--- config.mk ---
export PLATFORM = sky130hd
export DESIGN_NAME = inst_mem_loader
export DESIGN_NICKNAME = d
export VERILOG_FILES = /design/src/rtl/inst_mem_loader.sv
export SDC_FILE = /design/constraint.sdc
export NUM_CORES = 1
export LEC_CHECK = 0
export BUFFER_PORTS_ARGS = -buffer_cell sky130_fd_sc_hd__buf_2
export CORE_ASPECT_RATIO = 0.75
export CORE_MARGIN = 2
export CORE_UTILIZATION = 65
export DETAILED_ROUTE_END_ITERATION = 10
export PLACE_DENSITY_LB_ADDON = 0.08
export SYNTH_ARGS = -nofsm -noshare
export SYNTH_HDL_FRONTEND = slang
export SYNTH_SLANG_ARGS = --single-unit
--- constraint.sdc ---
create_clock -name clk -period 6.2 [get_ports clk]
set_input_delay 0.62 -clock clk [delete_from_list [all_inputs] [get_ports clk]]
set_output_delay 0.62 -clock clk [all_outputs]
set_load 0.02 [all_outputs]
--- src/rtl/inst_mem_loader.sv ---
// Instruction store ahead of the control unit: cleared, then loaded through a
// valid/ready port, then read at the PC address while run is high.
module inst_mem_loader #(
   parameter int DEPTH  = 8,
   parameter int DATA_W = 12,
   parameter int ADDR_W = 3
) (
   input  logic              clk,
   input  logic              reset,
   input  logic              load_start,
   input  logic              load_done,
   input  logic              wr_valid,
   input  logic [DATA_W-1:0] wr_data,
   output logic              wr_ready,
   input  logic [ADDR_W-1:0] addr,
   output logic [DATA_W-1:0] inst,
   output logic              run,
   output logic              past_end,
   output logic [ADDR_W:0]   prog_len,
   output logic              wr_reject
);
   typedef enum logic [1:0] {IDLE, CLEAR, LOAD, RUN} state_t;

   localparam logic [ADDR_W:0]   FULL = (ADDR_W+1)'(DEPTH);
   localparam logic [ADDR_W-1:0] LAST = ADDR_W'(DEPTH-1);

   state_t            state;
   logic [DATA_W-1:0] mem [DEPTH];
   logic [ADDR_W-1:0] clr_ptr;
   logic [ADDR_W-1:0] wr_ptr;

   logic              xfer;
   logic [ADDR_W:0]   len_nxt;
   logic              in_range;

   assign xfer     = wr_valid & wr_ready & (state == LOAD);
   assign len_nxt  = prog_len + {{ADDR_W{1'b0}}, xfer};
   assign in_range = {1'b0, addr} < prog_len;

   always_ff @(posedge clk or negedge reset) begin
      if (!reset) begin
         state     <= IDLE;
         clr_ptr   <= '0;
         wr_ptr    <= '0;
         prog_len  <= '0;
         inst      <= '0;
         wr_ready  <= 1'b0;
         run       <= 1'b0;
         past_end  <= 1'b0;
         wr_reject <= 1'b0;
         for (int i = 0; i < DEPTH; i++) mem[i] <= '0;
      end else begin
         // Sticky; the clears on entry into CLEAR below take precedence.
         if (wr_valid && state != LOAD) wr_reject <= 1'b1;

         case (state)
            IDLE: begin
               inst     <= '0;
               past_end <= 1'b0;
               if (load_start) begin
                  state     <= CLEAR;
                  clr_ptr   <= '0;
                  prog_len  <= '0;
                  wr_reject <= 1'b0;
               end
            end

            CLEAR: begin
               inst         <= '0;
               past_end     <= 1'b0;
               mem[clr_ptr] <= '0;
               clr_ptr      <= clr_ptr + 1'b1;
               if (clr_ptr == LAST) begin
                  state    <= LOAD;
                  wr_ptr   <= '0;
                  wr_ready <= 1'b1;
               end
            end

            LOAD: begin
               inst     <= '0;
               past_end <= 1'b0;
               if (xfer) begin
                  mem[wr_ptr] <= wr_data;
                  wr_ptr      <= wr_ptr + 1'b1;
                  prog_len    <= len_nxt;
               end
               // Full is judged on the count, so wr_ptr never wraps onto entry 0.
               if (len_nxt == FULL || (load_done && len_nxt != '0)) begin
                  state    <= RUN;
                  run      <= 1'b1;
                  wr_ready <= 1'b0;
               end else if (load_done) begin
                  state    <= IDLE;
                  wr_ready <= 1'b0;
               end
            end

            RUN: begin
               if (load_start) begin
                  state     <= CLEAR;
                  run       <= 1'b0;
                  inst      <= '0;
                  past_end  <= 1'b0;
                  prog_len  <= '0;
                  clr_ptr   <= '0;
                  wr_reject <= 1'b0;
               end else begin
                  inst     <= in_range ? mem[addr] : '0;
                  past_end <= !in_range;
               end
            end

            default: begin
               state    <= IDLE;
               run      <= 1'b0;
               wr_ready <= 1'b0;
            end
         endcase
      end
   end

endmodule

==> results.cfg <==
[cts]
numClockSinks = 124
path_clk_slew_ns = 0.05
cts_repair_resize_count = 0
cts-root-buf = clkbuf_16
post_cts_buffers = 0
clockBufferDepth = 2
clock_latency_ns = 0.41
tritoncts = done
htreeDepth = 4
hold_buffers = 0
cts_made_buffers = 17

[run_status]
outcome = completed

[routing]
postRouteAntennaNets = 0
wl_per_cell_um = 24.7
routed-via-count = 4035
drcViolationCount = 0
dr.pass1.iters = 5
wirelength_um = 14300
drtIter0Drc = 433
post_drt_via_cell_ratio = 6.98

[cells_and_area]
layout.nets = 488
drive_gt1_share_pct = 30.0
antenna_cells = 0
area_delta_synth_final_pct = 11.2
nFillCells = 559
final_cell_area_mm2 = 0.00649

[floorplanning]
die_area_mm2 = 0.00976
io_pins = 40
core_area_mm2 = 0.00860
rows = 29
die_h_um = 86.1
start_util_pct = 67.8
fp.dieW_um = 113

[logic_synthesis]
netlist_instances = 442
synthArstFlopShare_pct = 100
syn_area_mm2 = 0.00583
synth_top_area_share_pct = 53.2
yosys-top-cells-count = dfrtp_1, a22o_1, a22o_2
synth_warnings = 0
ys_seq_area_share_pct = 53.2
synth_seq_cells = 124
synthTopCellsByArea = dfrtp_1, a22o_1, mux4_2
synth_edf_count = 0
syn_nets = 472
synth.most_common_cell = dfrtp_1
post_synth_num_cell_types = 50
avgSynthCellArea_um2 = 13.2
yosys.area.top_type = dfrtp_1
synth_ff_type = dfrtp_1

[sta]
fin_worst_skew_ns = 0.00926
finalHoldViolCount = 0
fin_crit_sh_pct = 47.6
tightest_slew_ns = 1.26
setup_viol = 0
period_needed_ns = 2.95
slew_headroom_pct = 15.5
finalSetupTns_ns = 0
setup_ws_ns = 3.25
slew_viol_final = 0
whs_ns = 0.347
rsz0062_at_grt = false
fmax_ghz = 0.339

[global_routing]
grt_start_max_net_pins = 74
grt_pass1_wl_um = 22700
gr-total-overflow = 0
grt_pass1_vias = 4043
grt.total_usage_pct = 31.8
antenna_found_initial = 0

[worst_setup_path]
start_kind = register
r2r_slack_ns = 3.25
critical_path_class = reg -> reg
worstPathMaxFanout = 21
cp_slowest_cell = ha_1
startpoint = state[0]
crit_chain = inv_1, ha_1, and3_1, ha_1, ha_1, or4_1, o221a_2, o22ai_1
arrival_ns = 3.29
timing.rr.start = state[0]
crit_top_cell = ha_1
cp.required_ns = 6.53
cp-end-kind = register
critPathMaxStageDelay_ns = 0.65

[placement]
globalplace.congestion = 0.885
dpl_cell_area_mm2 = 0.00596
port_buffers = 39
dp_hpwl_um = 8790
preCtsSetupSlack_ns = 3.32

[run]
maxCapViolations = 0

[power]
max-vdd-ir-drop_v = 0.000277
p_total_uw = 2700
p_per_area_mw_per_mm2 = 415
power_leakage_uw = 0.00305

[hold_path]
hp-class = in -> async
## cell families (layout without fill, tap and decap cells)
kind of cell,count (synthesis),count (layout),synth area share [%]
mux,40,40,12.0
fa+ha+maj,10,10,2.14
xor+xnor,3,3,0.450
compound gates,150,150,21.9
simple gates,60,60,5.79
buf+inv,55,83,4.55
flops,124,124,53.2
## per-layer routing
layer  part of all wire (%)  track usage, %
met1                     44            47.6
met2                     45            45.8
met3                    9.6            8.76
met4                   0.60            10.5
met5                      0               0
## power breakdown
group          leakage, uW  internal (uW)  total [uW]  switching (uW)
clock network     0.000263            553         884             332
registers          0.00168            942        1050             104
logic              0.00110            319         765             447
total              0.00305           1810        2700             882
## through the flow
step           util, %  cells
2_1_floorplan        -    442
3_3_place_gp      69.3    547
3_5_place_dp      69.3    547
4_1_cts           75.5    578
5_1_grt           75.5    578
6_report          75.5    578
## worst paths after layout
| check | endpoint | cells past startpoint |
|---|---|---|
| max in group asynchronous | mem[68] | 2 |
| min in group clk | mem[8] | 1 |
| worst max-delay path | state[0] | 8 |
| worst min-delay path | state[0] | 1 |
| worst max register to register | state[0] | 8 |
| worst min register to register | mem[8] | 1 |
## worst max-delay path, delay by kind of cell (launching register included)
kind            cells  cell delay (ns)
buf+inv             1             0.07
fa+ha+maj           3             1.10
compound gates      2             0.42
flops               1             0.41
simple gates        2             0.87
## state kept, by name, summed over array words and instances, names as in the netlist
| name | flops |
|---|---|
| clr_ptr | 3 |
| inst | 12 |
| mem | 96 |
| past_end | 1 |
| prog_len | 4 |
| run | 1 |
| state | 2 |
| wr_ptr | 3 |
| wr_ready | 1 |
| wr_reject | 1 |
## cell usage in the layout, fill, tap and decap left out, types with 2 or more instances in the layout
cell type,instances
nor2b_1,3
o21ai_0,13
ha_1,10
a22o_1,63
clkbuf_16,17
nor2_4,4
clkbuf_1,4
mux2i_1,15
a21oi_1,3
o32ai_1,4
xnor2_1,2
or2_2,2
buf_2,38
nor3_1,2
o22ai_1,5
buf_4,4
dfrtp_1,124
nand3b_1,2
nor2_1,7
a211oi_1,13
clkinv_2,7
inv_1,9
nand2_1,18
mux4_2,24
nor4_1,3
nand2b_1,8
a22o_2,36
a21o_1,3
nand3_1,3
## cell type report
class                      count  area (um2)  share of cell area (%)
clock buffer                  22         454                    7.00
tap                          108         135                    2.08
multi-input combinational    263        2470                    38.0
clock inverter                 9        72.6                    1.12
inverter                      10        37.5                   0.578
sequential                   124        3100                    47.8
timing repair buffer          42         220                    3.39
No activity file was read; power rests on OpenSTA's default activity.
